**src/rtl/seq_detect_arbiter.sv**
```systemverilog
// ---------------------------------------------------------------------------
// seq_detect_arbiter
//
// One programmable serial-pattern detector shared by NUM_REQ requesters.
// A round-robin arbiter hands the detector to one requester at a time. The
// controller latches that requester's WIDTH-bit pattern, scans WINDOW valid
// bits of its serial stream, counts overlapping matches, and reports the
// result with a one-cycle done pulse.
//
// Ports
//   clk          clock, rising edge
//   resetn       asynchronous, active-low reset
//   req          per-requester job request (level, held for the job)
//   pattern      requester i's pattern at [i*WIDTH +: WIDTH]
//   din          per-requester serial data bit
//   din_valid    per-requester qualifier for din
//   grant        one-hot detector owner, zero when free
//   busy         high while loading or scanning
//   seen         live hit: shift register equals the target pattern
//   done         one-cycle job-complete pulse
//   done_id      index of the finished requester (held)
//   match_count  matches in the last job (held until next load)
//   aborted      last job ended because req dropped (held)
// ---------------------------------------------------------------------------
module seq_detect_arbiter #(
  parameter int NUM_REQ = 4,
  parameter int WIDTH   = 5,
  parameter int WINDOW  = 16,
  parameter int CNT_W   = 5,
  parameter int ID_W    = 2
) (
  input  logic                     clk,
  input  logic                     resetn,
  input  logic [NUM_REQ-1:0]       req,
  input  logic [NUM_REQ*WIDTH-1:0] pattern,
  input  logic [NUM_REQ-1:0]       din,
  input  logic [NUM_REQ-1:0]       din_valid,
  output logic [NUM_REQ-1:0]       grant,
  output logic                     busy,
  output logic                     seen,
  output logic                     done,
  output logic [ID_W-1:0]          done_id,
  output logic [CNT_W-1:0]         match_count,
  output logic                     aborted
);

  localparam int FILL_W = $clog2(WIDTH + 1);
  localparam int BIT_W  = $clog2(WINDOW + 1);

  typedef enum logic [1:0] {
    IDLE = 2'd0,
    LOAD = 2'd1,
    RUN  = 2'd2,
    DONE = 2'd3
  } state_t;

  state_t            state;
  logic [ID_W-1:0]   ptr;     // last requester served
  logic [ID_W-1:0]   gidx;    // current owner index
  logic [WIDTH-1:0]  target;
  logic [WIDTH-1:0]  shreg;
  logic [FILL_W-1:0] fill;    // valid bits in shreg, saturates at WIDTH
  logic [BIT_W-1:0]  bitcnt;  // bits accepted in this job

  // -------------------------------------------------------------------------
  // Round-robin pick: lowest requesting index above ptr, else lowest at or
  // below ptr. The second loop overrides the first, giving the wrap order.
  // -------------------------------------------------------------------------
  logic            sel_valid;
  logic [ID_W-1:0] sel_idx;

  always_comb begin
    // NOTE: every always_comb output gets a default first so no path leaves
    // it unassigned; otherwise synthesis infers a latch.
    sel_valid = 1'b0;
    sel_idx   = '0;
    for (int i = NUM_REQ - 1; i >= 0; i--) begin
      if (req[i] && (ID_W'(i) <= ptr)) begin
        sel_valid = 1'b1;
        sel_idx   = ID_W'(i);
      end
    end
    for (int i = NUM_REQ - 1; i >= 0; i--) begin
      if (req[i] && (ID_W'(i) > ptr)) begin
        sel_valid = 1'b1;
        sel_idx   = ID_W'(i);
      end
    end
  end

  // -------------------------------------------------------------------------
  // Detector datapath. A hit is judged on the post-shift value, so the fill
  // test uses the pre-increment count (WIDTH-1 or more means full after it).
  // -------------------------------------------------------------------------
  logic [WIDTH-1:0] shift_next;
  logic             hit_next;
  logic             last_bit;

  assign shift_next = {shreg[WIDTH-2:0], din[gidx]};
  assign hit_next   = (shift_next == target) && (fill >= FILL_W'(WIDTH - 1));
  assign last_bit   = (bitcnt == BIT_W'(WINDOW - 1));

  assign seen = (state == RUN) && (shreg == target) && (fill == FILL_W'(WIDTH));

  // -------------------------------------------------------------------------
  // Controller
  // -------------------------------------------------------------------------
  always_ff @(posedge clk or negedge resetn) begin
    if (!resetn) begin
      // NOTE: target and shreg are plain registers, not a memory array, so
      // they share the async reset and never show stale data after reset.
      state       <= IDLE;
      ptr         <= ID_W'(NUM_REQ - 1);
      gidx        <= '0;
      grant       <= '0;
      busy        <= 1'b0;
      done        <= 1'b0;
      done_id     <= '0;
      match_count <= '0;
      aborted     <= 1'b0;
      target      <= '0;
      shreg       <= '0;
      fill        <= '0;
      bitcnt      <= '0;
    end else begin
      // NOTE: non-blocking assignments throughout, so every register in this
      // block sees the values from before the edge regardless of order.
      done <= 1'b0;
      unique case (state)
        IDLE: begin
          if (sel_valid) begin
            gidx  <= sel_idx;
            grant <= NUM_REQ'(1) << sel_idx;
            busy  <= 1'b1;
            state <= LOAD;
          end
        end

        LOAD: begin
          target      <= pattern[gidx*WIDTH +: WIDTH];
          shreg       <= '0;
          fill        <= '0;
          bitcnt      <= '0;
          match_count <= '0;
          aborted     <= 1'b0;
          state       <= RUN;
        end

        RUN: begin
          if (!req[gidx]) begin
            // Owner withdrew: finish now, the bit on this edge is dropped.
            aborted <= 1'b1;
            grant   <= '0;
            busy    <= 1'b0;
            done    <= 1'b1;
            done_id <= gidx;
            state   <= DONE;
          end else if (din_valid[gidx]) begin
            shreg  <= shift_next;
            bitcnt <= bitcnt + 1'b1;
            if (fill != FILL_W'(WIDTH))
              fill <= fill + 1'b1;
            if (hit_next && (match_count != '1))
              match_count <= match_count + 1'b1;
            if (last_bit) begin
              grant   <= '0;
              busy    <= 1'b0;
              done    <= 1'b1;
              done_id <= gidx;
              state   <= DONE;
            end
          end
        end

        DONE: begin
          ptr   <= gidx;
          state <= IDLE;
        end

        default: state <= IDLE;
      endcase
    end
  end

endmodule

```
**config.mk**
```make
export PLATFORM = sky130hd
export DESIGN_NAME = seq_detect_arbiter
export DESIGN_NICKNAME = d
export VERILOG_FILES = /design/src/rtl/seq_detect_arbiter.sv
export SDC_FILE = /design/constraint.sdc
export NUM_CORES = 1
export LEC_CHECK = 0
export ABC_CLOCK_PERIOD_IN_PS = 5500
export CAP_MARGIN = 30
export CORE_MARGIN = 5
export CORE_UTILIZATION = 30
export DETAILED_ROUTE_END_ITERATION = 8
export GPL_TIMING_DRIVEN = 0
export PLACE_DENSITY = 0.51
export REMOVE_ABC_BUFFERS = 1
export SYNTH_ARGS = -nofsm -noshare
export SYNTH_HDL_FRONTEND = slang
export SYNTH_SLANG_ARGS = --single-unit
```
**constraint.sdc**
```tcl
create_clock -name clk -period 5.5 [get_ports clk]
set_input_delay 1.65 -clock clk [delete_from_list [all_inputs] [get_ports clk]]
set_output_delay 1.65 -clock clk [all_outputs]
set_load 0.01 [all_outputs]
```
==> results of run 1 <==
## kinds of logic (layout without fill, tap and decap cells)
kind of cell / after synthesis / after routing / share of synthesized area (%)
flip-flops: 38 / 38 / 41.3
XOR/XNOR: 10 / 10 / 3.79
multiplexers: 17 / 17 / 13.2
adder cells (fa/ha/maj): 10 / 10 / 5.42
AO/OA/AOI/OAI: 45 / 45 / 14.4
AND/OR/NAND/NOR: 73 / 73 / 16.4
buffers and inverters: 26 / 74 / 5.47
## cells in the mapped netlist (all sizes together), types with 2 or more instances
cell type and instances:
inv 16, nor2 6, dfstp 2, mux4 8
xor2 3, dfrtp 36, nor3 2, clkbuf 3
a21o 3, o2bb2ai 2, nand2 32, buf 7
xnor2 7, nand4 5, o211ai 3, mux2 9
o21ai 15, nand2b 8, nand3 11, ha 10
a21oi 4, o311ai 2, o221ai 6, and3 2
## registers in the layout (all words and copies together) (netlist names)
name	flops
aborted	1
bitcnt	5
busy	1
done	1
done_id	2
fill	3
gidx	2
grant	4
match_count	5
ptr	2
shreg	5
state	2
target	5
## final cells by class
type	count	area (µm²)
fill	762	4620
multi-input combinational	155	1230
sequential	38	953
timing repair buffer	50	523
tap	102	128
clock buffer	7	86.3
inverter	16	60.1
clock inverter	1	5.00
## how the worst max path moves through the flow
stage          endpoint     start  cells after the start
3_5_place_dp       seen  state[0]                      6
6_report           seen  state[0]                      6
3_3_place_gp       seen  state[0]                      5
2_1_floorplan      seen  state[0]                      4
5_1_grt            seen  state[0]                      6
4_1_cts            seen  state[0]                      6
## layer usage
metal	vias to the layer above	track usage, %	part of all wire, %	wire length (µm)
met4	0	3.83	1.5	78
li1	890	-	-	-
met5	-	0	0	0
met3	7	2.51	3.6	188
met1	847	14.4	48	2470
met2	37	18.5	47	2420
## worst min-delay path: stages (launching register included)
cell and delay [ps]:
dfrtp_1 350, nand2_1 50, o31ai_1 50
## per-stage QoR
step,setup slack [ps],total power (W),utilization [%]
finish,1390,0.00133,39.2
global placement,1040,0.00112,37.5
global route,1230,0.00144,39.2
detailed placement,1630,0.00115,38.0
floorplan,2050,0.000899,-
CTS,1300,0.00136,39.2
## power by group
group	leakage [nW]	total, W	switching, W	internal [W]
sequential	0.493	0.000470	0.0000991	0.000371
clock	0.0482	0.000204	0.000102	0.000101
combinational	0.679	0.000657	0.000333	0.000324
total	1.22	0.00133	0.000535	0.000796
==> results by group, run 1 <==
Status
  – Status: finished clean

Worst setup path
  – CP Class: register to output pin
  – Reg2Reg Depth: 5
  – CP max stage delay: 600 ps
  – WP data required: 3850 ps
  – Crit path arrival time: 2460 ps
  – Worst Path Max Fanout: 25
  – Most Frequent Cell on Critical Path: inv_1
  – CP bufs+invs: 4
  – Crit path capture type: output pin
  – Worst R2R End: grant[0]
  – Cell Chain, Critical Path: inv_1 -> ha_1 -> buf_16 -> inv_1 -> nor4_1 -> clkdlybuf4s50_1
  – Reg-to-reg startpoint: gidx[0]
  – Critical Path Slowest Stage Cell: clkdlybuf4s50_1
  – CP Launch Type: register
  – Cell family with most CP delay: buffers and inverters
  – Reg2reg setup slack: 3200 ps

Min path
  – Hold Path Sink: bitcnt[4]
  – Hold depth: 2
  – Hold wc startpoint: bitcnt[4]
  – Hold Crit Class: register to register

Timing
  – Rel. slew slack: 42.9%
  – Worst slew pin tran: 845 ps
  – RSZ-0062 raised after global routing: false
  – Min Hold Slack: 480 ps
  – TNS Setup: 0 ps
  – Setup Skew: 5.89 ps
  – Fmax achieved: 243 MHz
  – Final hold vios: 0
  – Final setup vio count: 0
  – Final Max Slew Viols: 0
  – Tcrit/Tclk final: 74.7%
  – Tmin final: 4110 ps

GRT
  – Total global routing overflow: 0
  – Largest net degree at the start of global routing: 32
  – Vias in the first global route: 1793
  – First-pass GRT wire length: 8720 µm
  – Initial antenna violation count: 0
  – Gr usage total: 11.2%

Placement
  – PortBufs: 48
  – Placed cell count: 361
  – DP Area: 2890 µm²
  – GPL Wtd Cong: 0.739
  – Post-DP HPWL: 3870 µm

Cells and area
  – Commonest non-fill, non-tap cells in the layout: clkdlybuf4s50_1, dfrtp_1, nand2_1
  – Commonest non-fill, non-tap cell in the layout: clkdlybuf4s50_1
  – Ant. Diodes: 0
  – Area Growth Syn to Fin: 29.3%
  – Nets: 310
  – Layout cells sized above 1: 11.2%
  – Design Area, Final: 2980 µm²
  – Fin cells: 369

Yosys
  – Seq/Total Area, Yosys: 41.3%
  – Main area contributors after synthesis: dfrtp_1, mux4_1, ha_1, nand2_1, mux2_2
  – Cells after synthesis: 219
  – Post-synthesis async set-or-reset flop share: 100%
  – Syn_area_per_cell: 10.5 µm²
  – Synth area leader: dfrtp_1
  – Synth unique cells: 49
  – Synth warn: 0
  – Top cell type's share of synthesized area: 39.0%
  – Top FF cell, synth: dfrtp_1
  – Post-synth EDFFs: 0
  – #FFs+latches synth: 38
  – Mapped Area: 2310 µm²

CTS
  – Resized cells post-CTS: 0
  – TritonCTS buffer count: 5
  – CTS tree: done
  – Bufs on Longest Clock Path: 2
  – Clk slew on worst S/H paths: 80 ps
  – Number of hold buffers added after CTS: 0
  – Clock Sinks: 38
  – Later-pin clock latency in the skew report: 290 ps
  – H-tree Lvls: 2
  – Root Buffer: clkbuf_8
  – Post-CTS Setup Inserts: 0

Detailed routing
  – Mean number of vias per cell: 4.83
  – Overall routed net length: 5160 µm
  – Drt pass-1 iters: 4
  – Vias: 1781
  – WL/cell: 14.0 µm
  – # DRC: 0
  – DR iter-0 viols: 61
  – ANT nets after route: 0

Floorplan
  – Die area: 9550 µm²
  – Row cnt: 32
  – Die height: 97.7 µm
  – CORE AREA: 7610 µm²
  – Initial Utilization: 30.3%
  – Total I/O pin count: 49
  – Die width: 97.7 µm

Run
  – Max_cap viols: 0

Power
  – Peak VDD IR: 0.197 mV
  – Pwr/cell area: 446 nW/µm²
  – Leak: 1.22 nW
No activity file was read; power rests on OpenSTA's default activity.
==> run 2, diff against run 1 <==
ABC_CLOCK_PERIOD_IN_PS = 3750   (was 5500)
PLACE_DENSITY = 0.53   (was 0.51)
clock period = 3.75 ns   (was 5.5 ns; I/O delays follow)
==> results by group, run 2 (same netlist as run 1, synthesis figures left out) <==
Status
  – Status: finished clean

GRT
  – Gr usage total: 11.1% (-0.067 points)
  – Initial antenna violation count: 0 (unchanged)
  – Largest net degree at the start of global routing: 28 (-13%)
  – Vias in the first global route: 1801 (+0.45%)
  – Total global routing overflow: 0 (unchanged)
  – First-pass GRT wire length: 8820 µm (+1.1%)

Floorplan
  – Die area: 9550 µm² (unchanged)
  – Die height: 97.7 µm (unchanged)
  – Row cnt: 32 (unchanged)
  – CORE AREA: 7610 µm² (unchanged)
  – Die width: 97.7 µm (unchanged)
  – Total I/O pin count: 49 (unchanged)
  – Initial Utilization: 30.3% (unchanged)

Min path
  – Hold depth: 1 (-1)
  – Hold Path Sink: busy
  – Hold wc startpoint: busy
  – Hold Crit Class: register to register

Worst setup path
  – Cell Chain, Critical Path: inv_1 -> ha_4 -> buf_8 -> inv_1 -> nor4_1 -> clkdlybuf4s50_1
  – Critical Path Slowest Stage Cell: clkdlybuf4s50_1
  – Most Frequent Cell on Critical Path: inv_1
  – WP data required: 2620 ps (-1230 ps)
  – Reg2reg setup slack: 1480 ps (-1720 ps)
  – Crit path capture type: output pin
  – CP Class: register to output pin
  – Reg-to-reg startpoint: gidx[0]
  – Crit path arrival time: 2370 ps (-90 ps)
  – Worst Path Max Fanout: 19 (-24%)
  – Worst R2R End: grant[0]
  – CP max stage delay: 600 ps (about the same)
  – Cell family with most CP delay: buffers and inverters
  – CP Launch Type: register
  – CP bufs+invs: 4 (unchanged)
  – Reg2Reg Depth: 5 (unchanged)

Detailed routing
  – DR iter-0 viols: 49 (-20%)
  – Overall routed net length: 5130 µm (-0.60%)
  – # DRC: 0 (unchanged)
  – Mean number of vias per cell: 4.74 (-1.8%)
  – Vias: 1749 (-1.8%)
  – WL/cell: 13.9 µm (-0.60%)
  – ANT nets after route: 0 (unchanged)
  – Drt pass-1 iters: 4 (unchanged)

Placement
  – GPL Wtd Cong: 0.751 (+1.7%)
  – Post-DP HPWL: 3870 µm (about the same)
  – PortBufs: 48 (unchanged)
  – Post-Place Setup Slack: 263 ps (-1370 ps)

Power
  – Sw Pwr: 0.000791 W (+48%)
  – Tot Pwr: 0.00195 W (+47%)
  – Peak VDD IR: 0.352 mV (+79%)
  – Leak: 1.22 nW (-0.39%)
  – Comb power frac: 49.5% (+0.2 points)
  – Clk pwr share: 15.1% (-0.2 points)
  – Internal power: 0.00116 W (+46%)
  – Pwr/cell area: 655 nW/µm² (+47%)
  – Seq pwr share: 35.4% (about the same)
  – Switching share of power: 40.5% (+0.31 points)

Timing
  – Worst slew pin tran: 902 ps (+57.7 ps)
  – Final Max Slew Viols: 0 (unchanged)
  – Setup Skew: 8.30 ps (+2.41 ps)
  – Final hold vios: 0 (unchanged)
  – Fmax achieved: 286 MHz
  – Final setup vio count: 0 (unchanged)
  – Tcrit/Tclk final: 93.2%
  – RSZ-0062 raised after global routing: false
  – Rel. slew slack: 39.1% (-3.9 points)
  – Tmin final: 3500 ps
  – Worst Slack Setup Final: 253 ps (-1140 ps)

Cells and area
  – FILL cells: 769 (+0.92%)
  – Nets: 310 (unchanged)
  – Area Growth Syn to Fin: 29.3% (unchanged)
  – Commonest non-fill, non-tap cell in the layout: clkdlybuf4s50_1
  – Commonest non-fill, non-tap cells in the layout: clkdlybuf4s50_1, dfrtp_1, nand2_1
  – Flip-flop and latch area: 953 µm² (unchanged)
  – Layout cells sized above 1: 11.6% (+0.37 points)
  – Ant. Diodes: 0 (unchanged)
  – Multi-input gate area: 1240 µm² (+1.0%)

CTS
  – Later-pin clock latency in the skew report: 290 ps (about the same)
  – Bufs on Longest Clock Path: 2 (unchanged)
  – Post-CTS Setup Inserts: 0 (unchanged)
  – CTS tree: done
  – TritonCTS buffer count: 5 (unchanged)
  – Clk slew on worst S/H paths: 80 ps (about the same)
  – Number of hold buffers added after CTS: 0 (unchanged)
  – Clock Sinks: 38 (unchanged)
  – H-tree Lvls: 2 (unchanged)
  – Root Buffer: clkbuf_8

Run
  – Max_cap viols: 0 (unchanged)
-- run 2: cell types whose count changed in the layout (fill, tap and decap cells not counted) --
| cell | change |
|---|---|
| buf_16 | -1 |
| buf_8 | +1 |
| ha_1 | -1 |
| ha_4 | +1 |
-- run 2: cell type report --
type | count | area share [%]
clock inverters | 1 | 0.168
clock buffers | 7 | 2.89
well taps | 102 | 4.28
inverters | 16 | 2.01
multi-input cells | 155 | 41.6
repair buffers | 50 | 17.1
flip-flops and latches | 38 | 31.9
-- run 2: worst max-delay path by stage --
stage	from	endpoint	slack (ps)	depth (start not counted)
after floorplan	state[0]	seen	820	4
after global placement	state[0]	seen	-190	5
after detailed placement	state[0]	seen	260	6
after CTS	state[0]	seen	70	6
after global routing	state[0]	seen	100	6
final	state[0]	seen	250	6
-- run 2: power groups by stage --
stage | clock network [W] | logic [W] | registers [W]
after floorplan | 0 | 0.000639 | 0.000681
after global placement | 0 | 0.000939 | 0.000700
after detailed placement | 0 | 0.000967 | 0.000701
after CTS | 0.000306 | 0.000974 | 0.000694
after global routing | 0.000323 | 0.00107 | 0.000719
final | 0.000295 | 0.000967 | 0.000692
-- run 2: worst reg2reg max path: cells and delay by family, from the launching register on --
kind	cells	cell delay, ps
AOI/OAI and AO/OA	3	720
muxes	1	670
DFF	1	660
and+or+nand+nor	1	130
-- run 2: per-layer routing --
| metal | GRT usage (%) | wire (µm) | vias up |
|---|---|---|---|
| met2 | 19.0 | 2500 | 34 |
| met4 | 2.98 | 36 | 0 |
| met5 | 0 | 0 | - |
| met1 | 13.8 | 2370 | 821 |
| li1 | - | - | 890 |
| met3 | 3.02 | 218 | 4 |
-- run 2: repair_timing --
| item | 4_1_cts | 5_1_grt |
|---|---|---|
| setup endpoints to repair | 1 | 1 |
| gates cloned | 0 | 0 |
| gates resized for setup | 1 | 1 |
-- run 2: through the flow --
step | util (%) | cells | cell area [µm²] | hold slack [ps] | TNS (ps)
6_report | 39.2 | 369 | 2980 | 477 | 0
5_1_grt | 39.2 | 369 | 2980 | 518 | 0
4_1_cts | 39.1 | 369 | 2970 | 485 | 0
3_5_place_dp | 37.9 | 361 | 2880 | 466 | 0
3_3_place_gp | 37.5 | 359 | 2850 | 464 | -189
2_1_floorplan | - | 209 | 2240 | 449 | 0
==> run 3, diff against run 2 <==
CORE_MARGIN = unset   (was 5)
==> results by group, run 3 (same netlist as run 1, synthesis figures left out) <==
Status
  – Status: finished clean

Timing
  – Tcrit/Tclk final: 92.4% (-0.88 points)
  – Tmin final: 3460 ps (-33.0 ps)
  – Worst slew pin tran: 892 ps (-9.97 ps)
  – RSZ-0062 raised after global routing: false
  – Setup Skew: 7.85 ps (-0.449 ps)
  – Rel. slew slack: 39.7% (+0.67 points)
  – Fmax achieved: 289 MHz (+0.95%)
  – Final hold vios: 0 (unchanged)
  – Final setup vio count: 0 (unchanged)
  – Final Max Slew Viols: 0 (unchanged)

Worst setup path
  – CP max stage delay: 590 ps (about the same)
  – Critical Path Slowest Stage Cell: clkdlybuf4s50_1
  – Cell Chain, Critical Path: inv_1 -> ha_4 -> buf_8 -> inv_1 -> nor4_1 -> clkdlybuf4s50_1
  – CP Launch Type: register
  – CP bufs+invs: 4 (unchanged)
  – Reg2Reg Depth: 4 (-1)
  – Worst Path Max Fanout: 17 (-2)
  – Worst R2R End: done_id[0]
  – WP data required: 2620 ps (about the same)
  – Reg2reg setup slack: 1460 ps (-20 ps)
  – Crit path capture type: output pin
  – Most Frequent Cell on Critical Path: inv_1
  – Crit path arrival time: 2340 ps (-30 ps)
  – Reg-to-reg startpoint: gidx[0]
  – CP Class: register to output pin
  – Cell family with most CP delay: buffers and inverters

Floorplan
  – Die area: 8050 µm² (-16%)
  – Die width: 89.7 µm (-8.2%)
  – Initial Utilization: 31.5% (+1.1 points)
  – CORE AREA: 7330 µm² (-3.6%)
  – Total I/O pin count: 49 (unchanged)
  – Die height: 89.7 µm (-8.2%)
  – Row cnt: 31 (-3.1%)

Placement
  – Post-DP HPWL: 3800 µm (-1.6%)
  – GPL Wtd Cong: 0.826 (+9.9%)
  – PortBufs: 48 (unchanged)

GRT
  – First-pass GRT wire length: 8940 µm (+1.4%)
  – Initial antenna violation count: 0 (unchanged)
  – Largest net degree at the start of global routing: 22 (-21%)
  – Vias in the first global route: 1768 (-1.8%)
  – Gr usage total: 13.7% (+2.6 points)
  – Total global routing overflow: 0 (unchanged)

Cells and area
  – Area Growth Syn to Fin: 29.4%
  – Layout cells sized above 1: 11.6% (unchanged)
  – Final Core Density: 40.8% (+1.5 points)
  – Commonest non-fill, non-tap cells in the layout: clkdlybuf4s50_1, dfrtp_1, nand2_1
  – Commonest non-fill, non-tap cell in the layout: clkdlybuf4s50_1
  – Ant. Diodes: 0 (unchanged)
  – Nets: 310 (unchanged)
  – FILL cells: 720 (-6.4%)

CTS
  – Number of hold buffers added after CTS: 0 (unchanged)
  – Later-pin clock latency in the skew report: 290 ps (about the same)
  – Resized cells post-CTS: 1 (unchanged)
  – TritonCTS buffer count: 5 (unchanged)
  – Clk slew on worst S/H paths: 80 ps (about the same)
  – Post-CTS Setup Inserts: 0 (unchanged)
  – Bufs on Longest Clock Path: 2 (unchanged)
  – CTS tree: done
  – H-tree Lvls: 2 (unchanged)
  – Root Buffer: clkbuf_8
  – Clock Sinks: 38 (unchanged)

Detailed routing
  – Overall routed net length: 5100 µm (-0.47%)
  – Mean number of vias per cell: 4.94 (+4.3%)
  – DR iter-0 viols: 46 (-6.1%)
  – ANT nets after route: 0 (unchanged)
  – # DRC: 0 (unchanged)
  – Drt pass-1 iters: 4 (unchanged)
  – Vias: 1809 (+3.4%)
  – WL/cell: 13.9 µm (+0.35%)

Power
  – Tot Pwr: 0.00195 W (-0.15%)
  – Pwr/cell area: 653 nW/µm² (-0.28%)
  – Peak VDD IR: 0.274 mV (-22%)
  – Leak: 1.22 nW (+0.27%)

Min path
  – Hold wc startpoint: bitcnt[4]
  – Hold Path Sink: bitcnt[4]
  – Hold depth: 2 (+1)
  – Hold Crit Class: register to register

Run
  – Max_cap viols: 0 (unchanged)
run 3: cell types whose count changed in the layout (fill, tap and decap cells not counted):
cell	delta
buf_16	+1
buf_12	-1
run 3: where the power goes:
group | switching, W | internal, W | total [W]
Combinational | 0.000487 | 0.000471 | 0.000958
Sequential | 0.000149 | 0.000545 | 0.000693
Clock | 0.000151 | 0.000149 | 0.000299
run 3: worst reg2reg max path: stages, from the launching register on:
cell      delay (ps)
dfrtp_1          680
mux4_2           600
a21boi_0         320
nand2b_1         240
mux2_2           350
run 3: layout make-up:
class | instances | area [µm²] | area share, %
timing repair buffer | 50 | 518 | 17.3
tap | 99 | 124 | 4.15
clock inverter | 1 | 5.00 | 0.168
multi-input combinational | 155 | 1240 | 41.5
inverter | 16 | 60.1 | 2.01
clock buffer | 7 | 86.3 | 2.89
sequential | 38 | 953 | 31.9
run 3: metrics by stage:
step | worst slack, ps | cells | cell area, µm² | hold slack [ps] | setup TNS (ps)
floorplan | 821 | 209 | 2240 | 449 | 0
global placement | -174 | 356 | 2850 | 461 | -174
detailed placement | 260 | 358 | 2880 | 466 | 0
CTS | 101 | 366 | 2980 | 484 | 0
global route | 69.6 | 366 | 2990 | 514 | 0
finish | 286 | 366 | 2990 | 482 | 0
run 3: worst max path at each step:
stage / cells past startpoint / slack (ps) / from / to
6_report: 6 / 290 / state[0] / seen
5_1_grt: 6 / 70 / state[0] / seen
4_1_cts: 6 / 100 / state[0] / seen
3_5_place_dp: 6 / 260 / state[0] / seen
3_3_place_gp: 5 / -170 / state[0] / seen
2_1_floorplan: 4 / 820 / state[0] / seen
run 3: metal layers:
metal | track usage, % | vias up | routed length (µm)
li1 | - | 890 | -
met1 | 17.5 | 871 | 2310
met2 | 23.4 | 42 | 2530
met3 | 2.79 | 6 | 201
met4 | 3.69 | 0 | 57
met5 | 0 | - | 0
